--- config.mk ---
export PLATFORM = sky130hd
export DESIGN_NAME = inst_fetcher
export DESIGN_NICKNAME = d
export VERILOG_FILES = /design/src/rtl/felis_fetch_pkg.sv /design/src/rtl/inst_cache_array.sv /design/src/rtl/inst_fetcher.sv
export SDC_FILE = /design/constraint.sdc
export NUM_CORES = 1
export LEC_CHECK = 0
export BUFFER_PORTS_ARGS = -buffer_cell sky130_fd_sc_hd__buf_2
export CORE_MARGIN = 2
export CORE_UTILIZATION = 40
export CTS_BUF_LIST = sky130_fd_sc_hd__clkbuf_4 sky130_fd_sc_hd__clkbuf_8
export CTS_CLUSTER_SIZE = 20
export DETAILED_ROUTE_END_ITERATION = 7
export PLACE_DENSITY = 0.54
export SLEW_MARGIN = 20
export SYNTH_ARGS = -nofsm -noshare
export SYNTH_HDL_FRONTEND = slang
export SYNTH_SLANG_ARGS = --single-unit
export TNS_END_PERCENT = 10
--- constraint.sdc ---
create_clock -name clk -period 6.6 [get_ports clk]
set_input_delay 0.33 -clock clk [delete_from_list [all_inputs] [get_ports clk]]
set_output_delay 0.33 -clock clk [all_outputs]
set_load 0.1 [all_outputs]
--- src/rtl/felis_fetch_pkg.sv ---
// Shared types and constants for the instruction-fetch stage.
package felis_fetch_pkg;

  localparam int unsigned WORD_BITS = 32;

  typedef enum logic [1:0] {
    IDLE,
    LOOKUP,
    REQ,
    DONE
  } fetch_state_t;

endpackage

--- src/rtl/inst_cache_array.sv ---
// Direct-mapped, one-word-per-entry instruction cache storage.
// Only the valid bits are reset or flushed; tag/data are qualified by valid.
module inst_cache_array
  import felis_fetch_pkg::*;
#(
  parameter int unsigned INDEX_BITS = 4,
  parameter int unsigned TAG_BITS   = WORD_BITS - INDEX_BITS - 2
) (
  input  logic                  clk,
  input  logic                  rst,
  input  logic                  flush,
  input  logic [INDEX_BITS-1:0] rd_idx,
  output logic                  rd_valid,
  output logic [TAG_BITS-1:0]   rd_tag,
  output logic [WORD_BITS-1:0]  rd_data,
  input  logic                  we,
  input  logic [INDEX_BITS-1:0] wr_idx,
  input  logic [TAG_BITS-1:0]   wr_tag,
  input  logic [WORD_BITS-1:0]  wr_data
);

  localparam int unsigned Entries = 2 ** INDEX_BITS;

  logic [Entries-1:0]   valid_q, valid_d;
  logic [TAG_BITS-1:0]  tag_q  [Entries];
  logic [WORD_BITS-1:0] data_q [Entries];

  // Flush overrides a coincident fill.
  always_comb begin
    valid_d = valid_q;
    if (we) valid_d[wr_idx] = 1'b1;
    if (flush) valid_d = '0;
  end

  always_ff @(posedge clk or posedge rst) begin
    if (rst) valid_q <= '0;
    else     valid_q <= valid_d;
  end

  always_ff @(posedge clk) begin
    if (we) begin
      tag_q[wr_idx]  <= wr_tag;
      data_q[wr_idx] <= wr_data;
    end
  end

  assign rd_valid = valid_q[rd_idx];
  assign rd_tag   = tag_q[rd_idx];
  assign rd_data  = data_q[rd_idx];

endmodule

--- src/rtl/inst_fetcher.sv ---
// Instruction-fetch stage: cached lookup of pc, falling back to a valid/ready memory port.
module inst_fetcher
  import felis_fetch_pkg::*;
#(
  parameter int unsigned INDEX_BITS = 4
) (
  input  logic                 clk,
  input  logic                 reset,
  input  logic                 fetcher_reset,
  input  logic [WORD_BITS-1:0] pc,
  output logic [WORD_BITS-1:0] instruction,
  output logic                 fetcher_completed,
  input  logic                 cache_flush,
  output logic [WORD_BITS-1:0] inst_mem_out_addr,
  output logic                 inst_mem_out_valid,
  input  logic [WORD_BITS-1:0] inst_mem_out_data,
  input  logic                 inst_mem_out_ready,
  output logic [WORD_BITS-1:0] hit_count,
  output logic [WORD_BITS-1:0] miss_count
);

  localparam int unsigned TagBits = WORD_BITS - INDEX_BITS - 2;

  fetch_state_t         state_q, state_d;
  logic [WORD_BITS-3:0] word_addr_q, word_addr_d;
  logic [WORD_BITS-1:0] instruction_q, instruction_d;
  logic [WORD_BITS-1:0] hit_q, hit_d;
  logic [WORD_BITS-1:0] miss_q, miss_d;

  logic [INDEX_BITS-1:0] idx;
  logic [TagBits-1:0]    tag;
  logic                  c_valid;
  logic [TagBits-1:0]    c_tag;
  logic [WORD_BITS-1:0]  c_data;
  logic                  hit;
  logic                  fill;
  logic                  cache_we;
  logic                  unused_pc;

  assign unused_pc = ^pc[1:0];

  assign idx = word_addr_q[INDEX_BITS-1:0];
  assign tag = word_addr_q[WORD_BITS-3:INDEX_BITS];

  inst_cache_array #(
    .INDEX_BITS(INDEX_BITS),
    .TAG_BITS  (TagBits)
  ) u_cache (
    .clk     (clk),
    .rst     (reset),
    .flush   (cache_flush),
    .rd_idx  (idx),
    .rd_valid(c_valid),
    .rd_tag  (c_tag),
    .rd_data (c_data),
    .we      (cache_we),
    .wr_idx  (idx),
    .wr_tag  (tag),
    .wr_data (inst_mem_out_data)
  );

  assign hit = c_valid && (c_tag == tag) && !cache_flush;
  // An abort (fetcher_reset high) in the same cycle as ready discards the transfer.
  assign fill     = (state_q == REQ) && !fetcher_reset && inst_mem_out_ready;
  assign cache_we = fill && !cache_flush;

  always_comb begin
    state_d       = state_q;
    word_addr_d   = word_addr_q;
    instruction_d = instruction_q;
    hit_d         = hit_q;
    miss_d        = miss_q;
    if (fetcher_reset) begin
      state_d = IDLE;
    end else begin
      unique case (state_q)
        IDLE: begin
          state_d     = LOOKUP;
          word_addr_d = pc[WORD_BITS-1:2];
        end
        LOOKUP: begin
          if (hit) begin
            state_d       = DONE;
            instruction_d = c_data;
            hit_d         = hit_q + 32'd1;
          end else begin
            state_d = REQ;
          end
        end
        REQ: begin
          if (fill) begin
            state_d       = DONE;
            instruction_d = inst_mem_out_data;
            miss_d        = miss_q + 32'd1;
          end
        end
        DONE: state_d = DONE;
        default: state_d = IDLE;
      endcase
    end
  end

  always_ff @(posedge clk or posedge reset) begin
    if (reset) begin
      state_q       <= IDLE;
      word_addr_q   <= '0;
      instruction_q <= '0;
      hit_q         <= '0;
      miss_q        <= '0;
    end else begin
      state_q       <= state_d;
      word_addr_q   <= word_addr_d;
      instruction_q <= instruction_d;
      hit_q         <= hit_d;
      miss_q        <= miss_d;
    end
  end

  assign instruction        = instruction_q;
  assign inst_mem_out_addr  = {word_addr_q, 2'b00};
  assign inst_mem_out_valid = (state_q == REQ);
  assign fetcher_completed  = (state_q == DONE);
  assign hit_count          = hit_q;
  assign miss_count         = miss_q;

endmodule

==> flow_summary.yaml, run 1 <==
setup_path:
  worstRegToRegCells: 10
  arrival_ns: 5.66
  crit_path_frequent_cell: "buf_4"
  crit_chain: "buf_4 > mux4_2 > mux2i_1 > xor2_1 > o21ai_0 > o32a_1 > or4b_1 > buf_4 > nor4_1 > mux2_1"
  crit_path_start_kind: "flip-flop"
  cp_max_fo: 60
  cpPeakStageDelay_ns: 1.11
  critPathLaunch: "word_addr_q[3]$_DFFE_PP0P_"
  worstPathRequired_ns: 7.32
  cp_slowest_cell: "dfrtp_4"
  reg2reg_from: "word_addr_q[3]$_DFFE_PP0P_"
  worstSetupPathType: "reg -> reg"
  r2r_slack_ns: 1.66
  end_kind: "flip-flop"
  timing.rr.end: "hit_count[1]$_DFFE_PP0P_"
yosys:
  ys_seq_elements: 1072
  syn_area_per_cell_um2: 20.05
  synth_cells: 2117
  postSynth.asyncResetShare: 0.1343
  synth_flop_cell: "edfxtp_1"
  ys_seq_area_frac: 0.7415
  mappedNetlistArea_mm2: 0.04244
  synth_warnings: 0
  synth_enable_flop_cells: 928
  yosysUniqueCellTypes: 64
sta:
  rsz0062_at_grt: "false"
  setup_violations: 0
  period_needed_ns: 4.941
  fin_crit_sh: 0.7486
  final-hold-violation-count: 0
  relSlewSlack: 0.2420
  drv_slew: 0
  worstMarginPinSlew_ns: 1.137
  fin_tns_setup_ns: 0
  skew_ns: 0.04622
  max_clock_freq_mhz: 202.4
final_layout:
  stdcell_count: 4068
  drive_gt1_frac: 0.3458
  final_nets: 2592
  syn_to_final_growth_pct: 17.63
global_route:
  grt_pass1_wl_um: 154300
  grt_pass1_vias: 23160
  grt_antenna_before_repair: 9
  grt.busiest_layer: "met2"
  grt_util_all_layers: 0.1953
  gr-total-overflow: 0
  use_met2: 0.3096
  use_met3: 0.03933
  grt_max_degree: 89
  grtUsageMet1: 0.2723
die:
  dieWidth_um: 329.7
  dieArea_mm2: 0.1087
  row_count: 119
  fp.coreArea_mm2: 0.1053
  fp.dieH_um: 329.7
  start_util: 0.4032
  io-pin-count: 199
pwr:
  ir_drop_mv: 0.3828
  power_density_mw_per_mm2: 421.1
  leakage_nw: 17.30
drt:
  ant_nets: 0
  drc_errors: 0
  post_drt_wl_per_cell_um: 25.94
  drt_iter0_drc: 1794
  firstDrtPassIters: 5
  vias: 22320
  wl_um: 105500
  vias_per_cell: 5.486
place:
  placed_cells: 3658
  gp_routability_congestion: 0.8017
  portBuffers: 194
  dp_hpwl_um: 58260
flow_run:
  max_cap_viol_count: 0
clocking:
  cts-resized-gates: 0
  clkSinkCount: 1072
  root_buffer: "clkbuf_8"
  htree_num_levels: 4
  post-cts-setup-buffer-count: 0
  clk_latency_ns: 0.85
  cts_tree: "done"
  cts_buffers: 180
  clockBufferDepth: 3
  clk_pin_slew_worst_paths_ns: 0.06
outcome:
  outcome: "finished, final reports clean"
min_path:
  min_path_type: "in -> async"
## critical path, delay by kind of cell, from the launching register on
kind	cells	cell delay (ns)
flops	1	1.11
simple gates	2	1.05
mux	3	0.92
buf+inv	2	0.82
compound gates	2	0.52
xor+xnor	1	0.27
## layout make-up
cell class,instances,area [µm²]
antenna,5,12.51
clock buffer,278,3357
clock inverter,60,471.7
fill,8842,55340
inverter,35,136.4
multi-input combinational,903,10490
sequential,1072,31490
tap,1391,1740
timing repair buffer,324,2231
## metal layers
layer / routed length [µm] / part of all wire / up-vias
met5: 13 / 0.00012 / -
met4: 2537 / 0.024 / 2
met3: 6394 / 0.061 / 186
met2: 50660 / 0.48 / 806
met1: 45920 / 0.44 / 11850
li1: - / - / 9471
## cell usage after synthesis (11+ instances only)
cell / count / share of area
nand4_1: 20 / 0.0029
xnor2_1: 47 / 0.0097
a22o_1: 12 / 0.0025
mux4_2: 238 / 0.13
nand2_1: 73 / 0.0065
edfxtp_1: 928 / 0.66
buf_1: 18 / 0.0016
nand2b_1: 12 / 0.0018
nor3_1: 21 / 0.0025
inv_1: 34 / 0.0030
buf_4: 13 / 0.0023
dfrtp_1: 144 / 0.085
clkbuf_1: 50 / 0.0044
o22ai_1: 25 / 0.0037
o21ai_0: 21 / 0.0025
nor4_1: 22 / 0.0032
mux2i_1: 79 / 0.019
a22oi_1: 11 / 0.0019
mux2_2: 88 / 0.023
xor2_1: 47 / 0.0097
nor2_1: 44 / 0.0039
nand3_1: 35 / 0.0041
buf_2: 23 / 0.0027
## sequential cells by signal, summed over array words and instances (netlist names)
register and count:
hit_count 32, u_cache.tag_q 416, instruction 32, state_q 2, u_cache.data_q 512, miss_count 32, word_addr_q 30, u_cache.valid_q 16
## through the flow
step	utilization	power (mW)	area, µm²	hold WS, ns	setup slack (ns)
after detailed placement	0.4314	15.08	45410	0.4819	1.602
after global placement	0.4312	15.01	45390	0.4570	1.677
after floorplan	-	13.31	42450	0.3881	0.7477
after global routing	0.4743	21.97	49930	0.2276	1.366
after CTS	0.4741	21.31	49910	0.1317	1.599
final	0.4743	21.03	49930	0.2189	1.659
## power by group
part	leakage [nW]	switching [mW]	internal [mW]	total [mW]
combinational	5.05	3.95	2.35	6.30
sequential	10.2	0.644	7.95	8.59
clock	2.03	2.70	3.42	6.13
total	17.3	7.30	13.7	21.0
## repair_timing
| action | CTS | global route |
|---|---|---|
| hold buffers | 67 | 0 |
| setup endpoints to repair | 0 | 0 |
| hold endpoints to repair | 632 | 0 |
## cell families after synthesis
logic type | after synthesis | share of synthesized area
AO/OA/AOI/OAI | 121 | 0.02046
multiplexers | 406 | 0.1685
adder cells (fa/ha/maj) | 7 | 0.002063
XOR/XNOR | 94 | 0.01940
buffers and inverters | 143 | 0.01518
AND/OR/NAND/NOR | 273 | 0.03281
other | 1 | 0.00008835
flip-flops | 1072 | 0.7415
## cell usage in the layout (no fill, tap or decap), types with 7 or more instances in the layout
cell type,count
a221oi_1,10
a22o_1,12
a22oi_1,11
and3_1,9
buf_12,9
buf_2,194
buf_4,53
clkbuf_4,75
clkbuf_8,203
clkinv_1,29
clkinv_2,14
dfrtp_1,140
dlygate4sd3_1,67
edfxtp_1,928
inv_1,33
mux2_2,88
mux2i_1,79
mux4_2,238
nand2_1,73
nand2b_1,12
nand3_1,35
nand4_1,20
nor2_1,28
nor2_4,16
nor2b_1,7
nor3_1,21
nor4_1,22
o21ai_0,21
o22ai_1,25
xnor2_1,47
xor2_1,47
## how the worst max path moves through the flow
stage / endpoint / slack, ns / cells after the start
6_report: hit_count[1]$_DFFE_PP0P_ / 1.66 / 10
5_1_grt: hit_count[9]$_DFFE_PP0P_ / 1.37 / 11
4_1_cts: hit_count[27]$_DFFE_PP0P_ / 1.60 / 11
3_5_place_dp: hit_count[1]$_DFFE_PP0P_ / 1.60 / 10
3_3_place_gp: hit_count[27]$_DFFE_PP0P_ / 1.68 / 11
2_1_floorplan: u_cache.data_q[8][0]$_DFFE_PP_ / 0.75 / 9
Power figures use the tool's default switching activity.
==> inputs of run 2 (changes only) <==
Settings changed: ABC_AREA set to 1, PLACE_DENSITY 0.54 to 0.56.
Clock period 6.6 ns to 4.2 ns, I/O delays scaled along.
==> run 2 against run 1 <==
Critical path depth rose by 7. First-iteration DRC count up 36%. Register-to-register slack worse by 1.2 ns. Area after synthesis increased by 1.6%. Fmax increased by 32%. Highest routed layer unchanged.
==> flow_summary.yaml, run 2 <==
outcome:
  outcome: "finished, final reports clean"
pwr:
  total_power_mw: 32.53
  power_density_mw_per_mm2: 642.3
  leakage_nw: 19.73
  ir_drop_mv: 0.5556
sta:
  fin_crit_sh: 0.8882
  worstMarginPinSlew_ns: 1.093
  fin_hold_ws_ns: 0.1277
  setup_violations: 0
  period_needed_ns: 3.730
  skew_ns: 0.04746
  relSlewSlack: 0.2712
  drv_slew: 0
  rsz0062_at_grt: "false"
  max_clock_freq_mhz: 268.1
  final-hold-violation-count: 0
drt:
  drc_errors: 0
  drt_iter0_drc: 2447
  firstDrtPassIters: 5
  vias: 28420
  vias_per_cell: 5.139
  ant_nets: 0
  wl_um: 115900
  post_drt_wl_per_cell_um: 20.95
yosys:
  synthSimpleGateAreaFrac: 0.1555
  synth_warnings: 0
  synth_mux_area_frac: 0.002349
  mappedNetlistArea_mm2: 0.04314
  synth_top_family_by_area: "simple AND/OR/NAND/NOR gates"
  synth_compound_area_frac: 0.07601
  synth_cells: 3598
  ys_seq_area_frac: 0.7294
  synthXorXnorAreaFrac: 0.006090
  synth_enable_flop_cells: 928
  ys_seq_elements: 1072
  yosysUniqueCellTypes: 41
  post-synth-top-count-cell: "nand2_1"
  synth_flop_cell: "edfxtp_1"
  synthAdderAreaFrac: 0.002030
  postSynth.asyncResetShare: 0.1343
  synthTopCellsByArea: "edfxtp_1 65%, nand2_1 12%, dfrtp_1 8.4%"
  yosys.area.top_type: "edfxtp_1"
  syn_area_per_cell_um2: 11.99
  synth_top_area_frac: 0.6459
  synth_common_cells: "1378 x nand2_1, 928 x edfxtp_1, 257 x a22oi_1"
global_route:
  grt_pass1_vias: 27930
  gr-total-overflow: 0
  grt_max_degree: 95
  grt_util_all_layers: 0.2097
  grt_antenna_before_repair: 6
  grt_pass1_wl_um: 174500
clocking:
  clk_pin_slew_worst_paths_ns: 0.06
  cts_buffers: 179
  clockBufferDepth: 3
  post-cts-setup-buffer-count: 0
  clkSinkCount: 1072
  clk_latency_ns: 0.86
  root_buffer: "clkbuf_8"
  cts_tree: "done"
  htree_num_levels: 4
die:
  dieWidth_um: 332.4
  start_util: 0.4030
  fp.dieH_um: 332.4
  io-pin-count: 199
  row_count: 120
  fp.coreArea_mm2: 0.1071
  dieArea_mm2: 0.1105
final_layout:
  final_nets: 4046
  syn_to_final_growth_pct: 17.40
  final_cell_mix: "1375 x nand2_1, 928 x edfxtp_1, 257 x a22oi_1"
  top_register: "u_cache.data_q"
  nFillCells: 9641
  largestRegisters: "u_cache.data_q: 512 flops, u_cache.tag_q: 416 flops"
  largest_reg_flops: 512
  final_common_cell: "nand2_1"
  final_util: 0.4731
  drive_gt1_frac: 0.1644
setup_path:
  crit_path_frequent_cell: "nand2_1"
  cp_slowest_cell: "dfrtp_4"
  end_kind: "flip-flop"
  cpPeakStageDelay_ns: 0.73
  crit_path_start_kind: "flip-flop"
  cp_top_family: "simple AND/OR/NAND/NOR gates"
  worstPathRequired_ns: 4.96
  crit_buf_inv: 2
  crit_chain: "inv_4 > nor2_4 > buf_4 > nand2_1 > nand3_1 > nand2_1 > nand2_1 > o21ai_0 > nand2_1 > nand2_1 > nor2_1 > nand3_1 > nor2_2 > nand2_2 > nor2_8 > nand3b_1 > nand2_1"
  arrival_ns: 4.49
  cp_max_fo: 27
  worstSetupPathType: "reg -> reg"
min_path:
  min_path_type: "in -> async"
flow_run:
  max_cap_viol_count: 0
place:
  portBuffers: 194
  gp_routability_congestion: 0.8023
  dp_hpwl_um: 63020
## run 2: cell count changes after synthesis, sizes merged, moves of 28 or more
cell and delta:
a22oi +246, inv +75, mux2i -79, mux4 -238, nand3 +55, nor2 +133
clkbuf +47, xnor2 -38, nand2 +1307, o21ai +43, mux2 -80, a31o +28
a21oi +80
## run 2: through the flow
| stage | area, µm² | cells | setup WS, ns | TNS [ns] |
|---|---|---|---|---|
| 4_1_cts | 50630 | 5526 | 0.4475 | 0 |
| 3_5_place_dp | 46380 | 5125 | 0.4742 | 0 |
| 6_report | 50650 | 5531 | 0.4696 | 0 |
| 3_3_place_gp | 46380 | 5125 | 0.5327 | 0 |
| 5_1_grt | 50640 | 5530 | 0.1350 | 0 |
| 2_1_floorplan | 43190 | 3599 | -0.9332 | -273.65 |
## run 2: logic make-up after synthesis
| logic type | after synthesis |
|---|---|
| muxes | 9 |
| adders and majority gates | 7 |
| and+or+nand+nor | 1705 |
| buffers and inverters | 290 |
| xor gates and xnor gates | 30 |
| AOI/OAI and AO/OA | 484 |
| other | 1 |
| DFF | 1072 |
## run 2: area by class of cell
class	count	area (µm²)	area share
antenna	5	12.51	0.0002470
clock buffer	262	3168	0.06255
clock inverter	72	419.2	0.008276
inverter	114	445.4	0.008795
multi-input combinational	2237	10610	0.2096
sequential	1072	31480	0.6215
tap	1403	1755	0.03466
timing repair buffer	366	2755	0.05440
## run 2: worst register-to-register path, delay by kind of cell, from the launching register on
family                 cells  cell delay (ns)
and+or+nand+nor           14             2.29
DFF                        1             0.73
buffers and inverters      2             0.53
AOI/OAI and AO/OA          1             0.10
## run 2: worst paths after layout
kind / from / to / slack [ns] / depth (start not counted)
worst max-delay path: word_addr_q[1]$_DFFE_PP0P_ / hit_count[15]$_DFFE_PP0P_ / 0.47 / 17
worst min-delay path: reset / hit_count[23]$_DFFE_PP0P_ / 0.13 / 3
worst max register to register: word_addr_q[1]$_DFFE_PP0P_ / hit_count[15]$_DFFE_PP0P_ / 0.47 / 17
worst min register to register: miss_count[31]$_DFFE_PP0P_ / miss_count[31]$_DFFE_PP0P_ / 0.47 / 1
max in group asynchronous: reset / word_addr_q[1]$_DFFE_PP0P_ / 3.10 / 4
min in group clk: pc[21] / word_addr_q[19]$_DFFE_PP0P_ / 0.15 / 3
## run 2: per-layer routing
layer	GRT usage	routed length (µm)	vias up
li1	-	-	13410
met1	0.2832	51150	14010
met2	0.3467	55890	807
met3	0.03457	6172	196
met4	0.06779	2642	4
met5	0	17	-
## run 2: power breakdown
| group | internal, mW | switching, mW |
|---|---|---|
| sequential | 12.4 | 0.546 |
| clock | 4.93 | 4.24 |
| combinational | 2.64 | 7.78 |
## run 2: timing repair
action                                 4_1_cts  5_1_grt
resized for setup                            0        0
endpoints found under the hold margin      718        0
hold buffers                                67        0
